$ cat src/rtl/score_bcd_counter.sv
// rtl/score_bcd_counter.sv - per-player BCD round-win counter with game-over freeze
// Optional build macro: SCORE_WIN_SYNC_EN (two-flop synchronizer on win).
module score_bcd_counter #(
  parameter int WIN_TARGET = 7
) (
  input  logic       clk,
  input  logic       reset,
  input  logic       win,
  input  logic       clear,
  output logic [3:0] bcd_ones,
  output logic [3:0] bcd_tens,
  output logic       game_over,
  output logic       win_ack
);

  generate
    if (WIN_TARGET < 1 || WIN_TARGET > 99) begin : g_bad_target
      $error("score_bcd_counter: WIN_TARGET must be within 1..99");
    end
  endgenerate

  localparam logic [3:0] TGT_ONES = 4'(WIN_TARGET % 10);
  localparam logic [3:0] TGT_TENS = 4'(WIN_TARGET / 10);

  typedef enum logic {
    COUNTING = 1'b0,
    DONE     = 1'b1
  } state_t;

  state_t     state, state_n;
  logic [3:0] ones_n, tens_n;
  logic [3:0] ones_inc, tens_inc;
  logic       ack_n;
  logic       win_s;
  logic       win_prev;
  logic       win_rise;

`ifdef SCORE_WIN_SYNC_EN
  logic win_meta, win_sync;

  // Flops reset high so a win already asserted at reset release is not seen as an edge.
  always_ff @(posedge clk or negedge reset) begin
    if (!reset) begin
      win_meta <= 1'b1;
      win_sync <= 1'b1;
    end else begin
      win_meta <= win;
      win_sync <= win_meta;
    end
  end

  assign win_s = win_sync;
`else
  assign win_s = win;
`endif

  always_ff @(posedge clk or negedge reset) begin
    if (!reset) begin
      win_prev <= 1'b1;
    end else begin
      win_prev <= win_s;
    end
  end

  assign win_rise = win_s & ~win_prev;

  always_ff @(posedge clk or negedge reset) begin
    if (!reset) begin
      state    <= COUNTING;
      bcd_ones <= 4'd0;
      bcd_tens <= 4'd0;
      win_ack  <= 1'b0;
    end else begin
      state    <= state_n;
      bcd_ones <= ones_n;
      bcd_tens <= tens_n;
      win_ack  <= ack_n;
    end
  end

  always_comb begin
    ones_inc = bcd_ones + 4'd1;
    tens_inc = bcd_tens;
    if (bcd_ones == 4'd9) begin
      ones_inc = 4'd0;
      tens_inc = bcd_tens + 4'd1;
    end
  end

  // clear outranks a coincident edge; DONE ignores edges until clear or reset.
  always_comb begin
    state_n = state;
    ones_n  = bcd_ones;
    tens_n  = bcd_tens;
    ack_n   = 1'b0;
    if (clear) begin
      state_n = COUNTING;
      ones_n  = 4'd0;
      tens_n  = 4'd0;
    end else if (state == COUNTING && win_rise) begin
      ones_n = ones_inc;
      tens_n = tens_inc;
      ack_n  = 1'b1;
      if (ones_inc == TGT_ONES && tens_inc == TGT_TENS) begin
        state_n = DONE;
      end
    end
  end

  assign game_over = (state == DONE);

endmodule

$ cat config.mk
export PLATFORM = sky130hd
export DESIGN_NAME = score_bcd_counter
export DESIGN_NICKNAME = d
export VERILOG_FILES = /design/src/rtl/score_bcd_counter.sv
export SDC_FILE = /design/constraint.sdc
export NUM_CORES = 1
export LEC_CHECK = 0
export ABC_AREA = 1
export ABC_CLOCK_PERIOD_IN_PS = 2500
export CORE_AREA = 3 3 40 42
export DETAILED_ROUTE_END_ITERATION = 10
export DIE_AREA = 0 0 43 45
export PLACE_DENSITY = 0.84
export SYNTH_ARGS = -nofsm -noshare
export SYNTH_HDL_FRONTEND = slang
export SYNTH_SLANG_ARGS = --single-unit
$ cat constraint.sdc
create_clock -name clk -period 2.5 [get_ports clk]
set_clock_uncertainty 0.15 [all_clocks]
set_input_delay 0.625 -clock clk [delete_from_list [all_inputs] [get_ports clk]]
set_output_delay 0.625 -clock clk [all_outputs]
set_load 0.02 [all_outputs]
==> results of run 1 <==
-- logic make-up (layout without fill, tap and decap cells) --
family	count (synthesis)	count (layout)	share of synthesized area [%]
adder cells (fa/ha/maj)	1	1	2.08
flip-flops	11	11	45.9
AO/OA/AOI/OAI	12	12	11.6
buffers and inverters	11	28	6.86
AND/OR/NAND/NOR	40	40	33.5
-- registers in the layout, summed over array words and instances (netlist names) --
signal / cells
bcd_ones: 4
bcd_tens: 4
game_over: 1
win_ack: 1
win_prev: 1
-- per-layer routing --
layer  routed length, microns  vias up
met5                        0        -
met4                       42        0
met3                       80        5
met2                      580       23
met1                      650      260
li1                         -      284
-- placed cells by master, fill, tap and decap left out, types with 2 or more instances in the layout --
cell type and n:
a21oi_1 2, clkbuf_4 3, clkdlybuf4s50_1 13, dfrtp_1 10, inv_1 10, nand2_1 14
nand2_2 3, nand3_1 6, nand4_1 2, nor2_1 8, nor2_4 2, nor3_1 2
o21ai_0 5, o22ai_1 2
-- worst register-to-register path: cells and delay by family, from the launching register on --
family,cells,cell delay [ns]
buffers and inverters,1,0.08
AOI/OAI and AO/OA,1,0.14
and+or+nand+nor,5,0.75
DFF,1,0.38
-- final cells by class --
| class | count | area, sq um | share of cell area, % |
|---|---|---|---|
| tap | 15 | 18.8 | 2.42 |
| timing repair buffer | 13 | 130 | 16.7 |
| clock buffer | 4 | 26.3 | 3.38 |
| inverter | 11 | 41.3 | 5.31 |
| multi-input combinational | 53 | 284 | 36.6 |
| sequential | 11 | 277 | 35.6 |
-- Yosys cell counts --
| cell | n |
|---|---|
| nand4_1 | 2 |
| ha_1 | 1 |
| nand2_4 | 1 |
| nand3_1 | 6 |
| nand3b_1 | 1 |
| nor2_1 | 8 |
| dfstp_2 | 1 |
| a21oi_1 | 2 |
| nor2_4 | 2 |
| nand2_1 | 14 |
| inv_2 | 1 |
| nor3_1 | 2 |
| a21oi_2 | 1 |
| nor2_2 | 1 |
| nand2_2 | 3 |
| o22ai_1 | 2 |
| o21ai_0 | 5 |
| a31o_2 | 1 |
| inv_1 | 10 |
| o21ai_1 | 1 |
| dfrtp_1 | 10 |
-- per-stage QoR --
stage	worst slack, ns	util, %	std cells
after floorplan	1.00	-	75
after global placement	0.383	58.4	103
after detailed placement	0.338	58.4	103
after CTS	0.311	60.5	107
after global routing	0.269	60.5	107
final	0.316	60.5	107
-- report_power, final --
part	total [mW]	internal, mW	leakage [nW]	switching, mW
logic	0.0325	0.0124	0.164	0.0201
clock network	0.126	0.0619	0.0150	0.0639
registers	0.185	0.182	0.149	0.00347
total	0.343	0.256	0.328	0.0875
-- worst max path at each step --
stage | start | end | cells after the start
5_1_grt | bcd_ones[1] | bcd_ones[1] | 1
6_report | bcd_ones[2] | bcd_ones[2] | 1
3_5_place_dp | win | game_over | 7
4_1_cts | bcd_ones[2] | bcd_ones[2] | 1
2_1_floorplan | win | game_over | 6
3_3_place_gp | win | game_over | 7
==> flow_metrics.env, run 1 <==
export IMPL_r2r_slack_ns=0.94
export IMPL_dr_pass1_iters=4
export IMPL_fin_crit_sh_pct=87.4
export IMPL_first_global_vias=514
export IMPL_hold_buffers=0
export IMPL_nets=98
export IMPL_postCtsSetupBuffers=0
export IMPL_htree_levels=1
export IMPL_die_y_microns=45
export IMPL_grt_ovfl_total=0
export IMPL_use_met3_pct=3.59
export IMPL_cp_slowest_cell="clkdlybuf4s50_1"
export IMPL_final_area_sq_um=777
export IMPL_cts_buffers_inserted=3
export IMPL_worstPathRequired_ns=1.73
export IMPL_crit_buf_inv=1
export IMPL_drtIter0Drc=12
export IMPL_worst_pin_slew_ns=0.523
export IMPL_cts_root_buffer="clkbuf_4"
export IMPL_p_per_area_mw_per_mm2=442
export IMPL_synth_warnings=0
export IMPL_synth_avg_cell_area_sq_um=8.02
export IMPL_diodes=0
export IMPL_use_met2_pct=23.4
export IMPL_port_buffers=13
export IMPL_ys_seq_elements=11
export IMPL_synthTopCellsByArea="dfrtp_1 (42%), nand2_1 (8.7%), inv_1 (6.2%), nand3_1 (5.0%), nor2_1 (5.0%)"
export IMPL_vias=572
export IMPL_std_cell_rows=13
export IMPL_hp_start="game_over"
export IMPL_status="finished clean"
export IMPL_cts_tree="done"
export IMPL_r2r_start="game_over"
export IMPL_grt_pass1_wl_microns=2250
export IMPL_regToRegEndpoint="game_over"
export IMPL_grt_total_usage_pct=16.2
export IMPL_cts_clk_slew_worst_paths_ns=0.08
export IMPL_worstRegToRegCells=7
export IMPL_initial_core_util_pct=46.8
export IMPL_finalSetupViolCount=0
export IMPL_ys_types=21
export IMPL_ctsResizeCount=0
export IMPL_cts_sinks=11
export IMPL_fmax_mhz=458
export IMPL_power_static_leakage_nw=0.328
export IMPL_whs_ns=0.409
export IMPL_slew_violations=0
export IMPL_path_class="flip-flop to output pin"
export IMPL_post_dp_hpwl_microns=1000
export IMPL_syn_inst=75
export IMPL_dieArea_sq_mm=0.00194
export IMPL_hold_class="flip-flop to flip-flop"
export IMPL_critPathLaunchType="flip-flop"
export IMPL_synth_top_area_share_pct=41.6
export IMPL_cts_buffer_depth=2
export IMPL_crit_arrival_ns=1.41
export IMPL_core_area_sq_mm=0.00128
export IMPL_grt_max_degree=12
export IMPL_ir_drop_mv=0.246
export IMPL_die_width_microns=43
export IMPL_seq_area_frac_synth_pct=45.9
export IMPL_drcViolationCount=0
export IMPL_grt_use_met1_pct=20.8
export IMPL_gp_congestion=0.866
export IMPL_max_slew_margin_pct=65.0
export IMPL_synth_largest_area_cell="dfrtp_1"
export IMPL_syn_nets=80
export IMPL_crit_family="buffers and inverters"
export IMPL_avgViaCountPerCell=5.35
export IMPL_whs_endpoint="game_over"
export IMPL_num_io_pins=14
export IMPL_crit_chain="clkdlybuf4s50_1"
export IMPL_clk_latency_ns=0.28
export IMPL_gr_max_usage_layer="met2"
export IMPL_holdPathStages=2
export IMPL_fillers=124
export IMPL_cp_max_fo=6
export IMPL_worst_setup_path_end_kind="output pin"
export IMPL_placed_area_sq_um=751
export IMPL_drv_cap=0
export IMPL_antenna_found_initial=0
export IMPL_finalWirelength_microns=1350
export IMPL_cp_slowest_stage_delay_ns=0.66
export IMPL_ant_nets=0
export IMPL_power_total_mw=0.343
export IMPL_tns_ns=0
export IMPL_syn_area_sq_um=602
export IMPL_rsz0062_at_grt="no"
export IMPL_wl_per_cell_microns=12.6
export IMPL_layout_drive_gt1_share_pct=15.2
export IMPL_syn2layout_area_growth_pct=29.1
export IMPL_fin_crit_ns=2.18
export IMPL_hold_viol_final=0
(Power assumes the default switching activity.)
==> inputs of run 2 (changes only) <==
ABC_AREA = 0   (was 1)
DONT_BUFFER_PORTS = 1   (was not set)
PLACE_DENSITY = 0.7   (was 0.84)
==> run 2 against run 1 <==
- via count down 25%
- sequential cell count unchanged
- core utilization decreased by 11 points
- synthesized area is 2.3% lower
- combinational power decreased by 39%
- final cell count down 31%
- largest power group unchanged
==> flow_metrics.env, run 2 <==
export IMPL_status="finished clean"
export IMPL_grt_total_usage_pct=14.0
export IMPL_power_static_leakage_nw=0.248
export IMPL_post_dp_hpwl_microns=767
export IMPL_max_slew_margin_pct=69.2
export IMPL_mostFrequentLayoutCells="dfrtp_1 (10), nor2_1 (8), xnor2_1 (5)"
export IMPL_cts_buffer_depth=2
export IMPL_met3WireLength_microns=80
export IMPL_ys_types=28
export IMPL_drtIter0Drc=2
export IMPL_synth_top_area_share_pct=42.6
export IMPL_yosysMostFrequentCell="dfrtp_1"
export IMPL_antenna_found_initial=0
export IMPL_switchingPower_mw=0.0839
export IMPL_ir_drop_mv=0.302
export IMPL_seq_area_frac_synth_pct=47.0
export IMPL_vias=431
export IMPL_largest_registers="bcd_ones x4, bcd_tens x4"
export IMPL_drv_cap=0
export IMPL_synth_largest_area_cell="dfrtp_1"
export IMPL_path_class="flip-flop to flip-flop"
export IMPL_wl_met1_microns=467
export IMPL_p_per_area_mw_per_mm2=532
export IMPL_cts_tree="done"
export IMPL_power_total_mw=0.337
export IMPL_syn_nets=61
export IMPL_ys_top_cells_by_count="dfrtp_1 (10), nor2_1 (8), xnor2_1 (5)"
export IMPL_grt_ovfl_total=0
export IMPL_ys_seq_elements=11
export IMPL_diodes=0
export IMPL_worst_pin_slew_ns=0.460
export IMPL_fin_crit_ns=1.73
export IMPL_nets=65
export IMPL_synth_edf_count=0
export IMPL_cts_root_buffer="clkbuf_4"
export IMPL_seqPwrFrac_pct=57.8
export IMPL_worst_setup_path_end_kind="flip-flop"
export IMPL_fin_crit_sh_pct=69.3
export IMPL_synth_warnings=0
export IMPL_synth_avg_cell_area_sq_um=10.5
export IMPL_htree_levels=1
export IMPL_syn2layout_area_growth_pct=7.87
export IMPL_core_area_sq_mm=0.00128
export IMPL_cts_clk_slew_worst_paths_ns=0.07
export IMPL_dr_pass1_iters=4
export IMPL_grt_max_degree=11
export IMPL_ys_async_sr_fraction_pct=100
export IMPL_layout_commonest_cell="dfrtp_1"
export IMPL_p_int_mw=0.253
export IMPL_cts_buffers_inserted=3
export IMPL_wl_met2_microns=528
export IMPL_finalSetupViolCount=0
export IMPL_tns_ns=0
export IMPL_die_width_microns=43
export IMPL_cts_sinks=11
export IMPL_syn_area_sq_um=588
export IMPL_gp_congestion=0.705
export IMPL_fmax_mhz=578
export IMPL_swShare_pct=24.9
export IMPL_pwr_share_comb_pct=5.8
export IMPL_layout_drive_gt1_share_pct=11.9
export IMPL_hold_class="input port to asynchronous set/reset pin"
export IMPL_num_io_pins=14
export IMPL_port_buffers=0
export IMPL_worstPathRequired_ns=2.51
export IMPL_die_y_microns=45
export IMPL_rsz0062_at_grt="no"
export IMPL_syn_inst=56
export IMPL_hold_viol_final=0
export IMPL_synth_ff_type="dfrtp_1"
export IMPL_avgViaCountPerCell=5.82
export IMPL_whs_ns=0.0370
export IMPL_power_frac_clock_pct=36.4
export IMPL_critPathLaunchType="flip-flop"
export IMPL_slew_violations=0
export IMPL_top_layer_used="met4"
export IMPL_ctsResizeCount=0
export IMPL_first_global_vias=430
export IMPL_clk_latency_ns=0.27
export IMPL_dieArea_sq_mm=0.00194
export IMPL_drcViolationCount=0
export IMPL_finalWirelength_microns=1120
export IMPL_std_cell_rows=13
export IMPL_wl_per_cell_microns=15.1
export IMPL_worstRegToRegCells=4
export IMPL_crit_arrival_ns=1.75
export IMPL_grt_pass1_wl_microns=1900
export IMPL_cp_max_fo=9
export IMPL_initial_core_util_pct=45.8
export IMPL_ant_nets=0
export IMPL_synthTopCellsByArea="dfrtp_1 (43%), xnor2_1 (7.4%), mux2i_1 (5.1%), nor2_1 (5.1%), dfstp_2 (4.5%)"
## run 2: worst max-delay path: stages (launching register included)
cell      delay (ns)
dfrtp_1         0.53
and4bb_1        0.40
a211oi_1        0.09
a41o_1          0.21
a32o_1          0.23
## run 2: cell type report
type | count | area (sq um)
Clock buffer | 4 | 26.3
Fill cell | 114 | 651
Inverter | 3 | 11.3
Multi-Input combinational cell | 40 | 292
Sequential cell | 11 | 277
Tap cell | 15 | 18.8
Timing Repair Buffer | 1 | 10.0
## run 2: what timing repair did
item,4_1_cts,5_1_grt
hold buffers,1,0
setup buffers,0,0
hold endpoints to repair,10,0
## run 2: logic make-up (layout without fill, tap and decap cells)
family	after synthesis	in the layout	share of synthesized area, %
XOR/XNOR	6	6	8.94
multiplexers	3	3	5.11
AO/OA/AOI/OAI	7	7	8.93
adder cells (fa/ha/maj)	1	1	2.13
flip-flops	11	11	47.0
AND/OR/NAND/NOR	23	23	24.5
buffers and inverters	5	8	3.40
## run 2: routing by layer
metal  up-vias  track usage [%]
met5         -                0
met4         0             10.8
met3         5             4.78
met2        15             20.7
met1       207             16.7
li1        204                -
## run 2: worst paths after layout
path | from | end | slack, ns
min | reset | win_prev | 0.04
max reg2reg | bcd_ones[1] | game_over | 0.77
min reg2reg | game_over | game_over | 0.56
min in group clk | win | win_prev | 0.19
max in group asynchronous | reset | bcd_ones[1] | 1.30
max | bcd_ones[1] | game_over | 0.77
## run 2: power by group through the flow
stage,Clock [mW],Combinational (mW),Sequential [mW]
floorplan,0,0.0163,0.196
global placement,0,0.0151,0.198
detailed placement,0,0.0156,0.198
CTS,0.125,0.0203,0.195
global route,0.134,0.0225,0.196
finish,0.123,0.0197,0.195
## run 2: stage by stage
step                      cells  instance area (sq um)  utilization, %  worst slack, ns
after floorplan              56                    588               -            0.787
after global placement       69                    598            46.5            0.794
after detailed placement     69                    598            46.5            0.781
after CTS                    74                    634            49.4            0.765
after global routing         74                    634            49.4            0.689
final                        74                    634            49.4            0.769
==> inputs of run 3 (changes only) <==
ABC_CLOCK_PERIOD_IN_PS = 1600   (was 2500)
clock period = 1.6 ns   (was 2.5 ns; I/O delays follow)
==> run 3 against run 2 <==
- sequential share of layout area down 5.8 points
- via count up 6.5%
- non-clock buffer count up 13
- count of clock-buffer cells in the layout unchanged
- critical path type is now flip-flop to output pin
- final cell count up 18%
- combinational power rose to 2.9 times the previous value
- worst hold slack better by 0.0014 ns
==> flow_metrics.env, run 3 (same netlist as run 2, synthesis figures left out) <==
export IMPL_drcViolationCount=0
export IMPL_clk_latency_ns=0.27
export IMPL_cp_slowest_stage_delay_ns=0.44
export IMPL_fmax_mhz=637
export IMPL_max_slew_margin_pct=67.2
export IMPL_mostFrequentLayoutCells="buf_4 (12), dfrtp_1 (9), nor2_1 (8)"
export IMPL_initial_core_util_pct=45.8
export IMPL_ctsResizeCount=0
export IMPL_die_y_microns=45
export IMPL_dp_slack_ns=0.0777
export IMPL_p_per_area_mw_per_mm2=729
export IMPL_hold_viol_final=0
export IMPL_grt_total_usage_pct=14.6
export IMPL_std_cell_rows=13
export IMPL_worstPathRequired_ns=1.05
export IMPL_largest_registers="bcd_ones x4, bcd_tens x4"
export IMPL_fillers=118
export IMPL_vias=459
export IMPL_rsz0062_at_grt="no"
export IMPL_setup_slack_ns=0.0301
export IMPL_cp_common_cell="buf_4"
export IMPL_cts_clk_slew_worst_paths_ns=0.07
export IMPL_layout_drive_gt1_share_pct=27.8
export IMPL_syn2layout_area_growth_pct=25.1
export IMPL_crit_arrival_ns=1.02
export IMPL_num_io_pins=14
export IMPL_gp_congestion=0.762
export IMPL_drtIter0Drc=5
export IMPL_cts_tree="done"
export IMPL_post_dp_hpwl_microns=925
export IMPL_cp_startpoint="bcd_tens[0]"
export IMPL_die_width_microns=43
export IMPL_path_class="flip-flop to output pin"
export IMPL_r2r_start="bcd_ones[2]"
export IMPL_core_area_sq_mm=0.00128
export IMPL_multi_input_area_sq_um=292
export IMPL_grt_ovfl_total=0
export IMPL_finalSetupViolCount=0
export IMPL_worst_setup_path_end_kind="output pin"
export IMPL_hold_buffers=2
export IMPL_antenna_found_initial=0
export IMPL_ir_drop_mv=0.409
export IMPL_hold_class="input port to flip-flop"
export IMPL_crit_family="flip-flops"
export IMPL_finalWirelength_microns=1230
export IMPL_fin_crit_sh_pct=98.1
export IMPL_grt_pass1_wl_microns=1980
export IMPL_postCtsSetupBuffers=0
export IMPL_fin_crit_ns=1.57
export IMPL_crit_chain="buf_4, buf_4"
export IMPL_nets=78
export IMPL_htree_levels=1
export IMPL_avgViaCountPerCell=5.28
export IMPL_register_area_sq_um=278
export IMPL_status="finished clean"
export IMPL_layout_commonest_cell="buf_4"
export IMPL_slew_violations=0
export IMPL_grt_max_degree=12
export IMPL_worst_pin_slew_ns=0.490
export IMPL_cts_buffer_depth=2
export IMPL_power_static_leakage_nw=0.315
export IMPL_cts_buffers_inserted=3
export IMPL_dieArea_sq_mm=0.00194
export IMPL_crit_buf_inv=2
export IMPL_diodes=0
export IMPL_cts_root_buffer="clkbuf_4"
export IMPL_critPathLaunchType="flip-flop"
export IMPL_port_buffers=0
export IMPL_drv_cap=0
export IMPL_final_area_sq_um=736
export IMPL_cp_slowest_cell="dfrtp_1"
export IMPL_ant_nets=0
export IMPL_hp_start="clear"
export IMPL_placed_area_sq_um=689
export IMPL_dr_pass1_iters=4
export IMPL_first_global_vias=451
export IMPL_cp_max_fo=5
export IMPL_wl_per_cell_microns=14.1
export IMPL_cts_sinks=11
[run 3: cell count changes in the layout (fill, tap and decap cells not counted), sizes merged]
cell | before | now
buf | 0 | 12
dlygate4sd3 | 1 | 2
[run 3: layer usage]
metal	global-route usage [%]	routed length, microns
met1	17.6	574
met2	22.5	567
met3	5.18	73
met4	9.04	12
met5	0	0
[run 3: stage by stage]
stage               utilization (%)  TNS [ns]  power (mW)  hold slack (ns)  cells
floorplan                         -   -0.0517       0.333          -0.0456     56
global placement               53.7         0       0.347          -0.0454     81
detailed placement             53.7         0       0.347          -0.0454     81
CTS                            57.3         0       0.543           0.0341     87
global route                   57.3         0       0.567           0.0147     87
finish                         57.3         0       0.536           0.0384     87
[run 3: final timing paths]
path | endpoint | slack [ns] | cells after the start
worst max-delay path | bcd_tens[0] | 0.03 | 2
worst min-delay path | bcd_tens[2] | 0.04 | 1
worst max register to register | game_over | 0.07 | 4
worst min register to register | bcd_ones[0] | 0.49 | 2
max in group asynchronous | bcd_ones[1] | 0.56 | 1
min in group asynchronous | bcd_ones[3] | 0.38 | 1
[run 3: final cells by class]
class,instances,share of cell area [%]
clock buffer,4,3.57
timing repair buffer,14,15.0
multi-input combinational,40,39.6
tap,15,2.55
inverter,3,1.53
sequential,11,37.8
[run 3: power breakdown]
part	internal [mW]	switching [mW]
logic	0.0254	0.0313
clock network	0.0964	0.0890
registers	0.286	0.00790
total	0.408	0.128
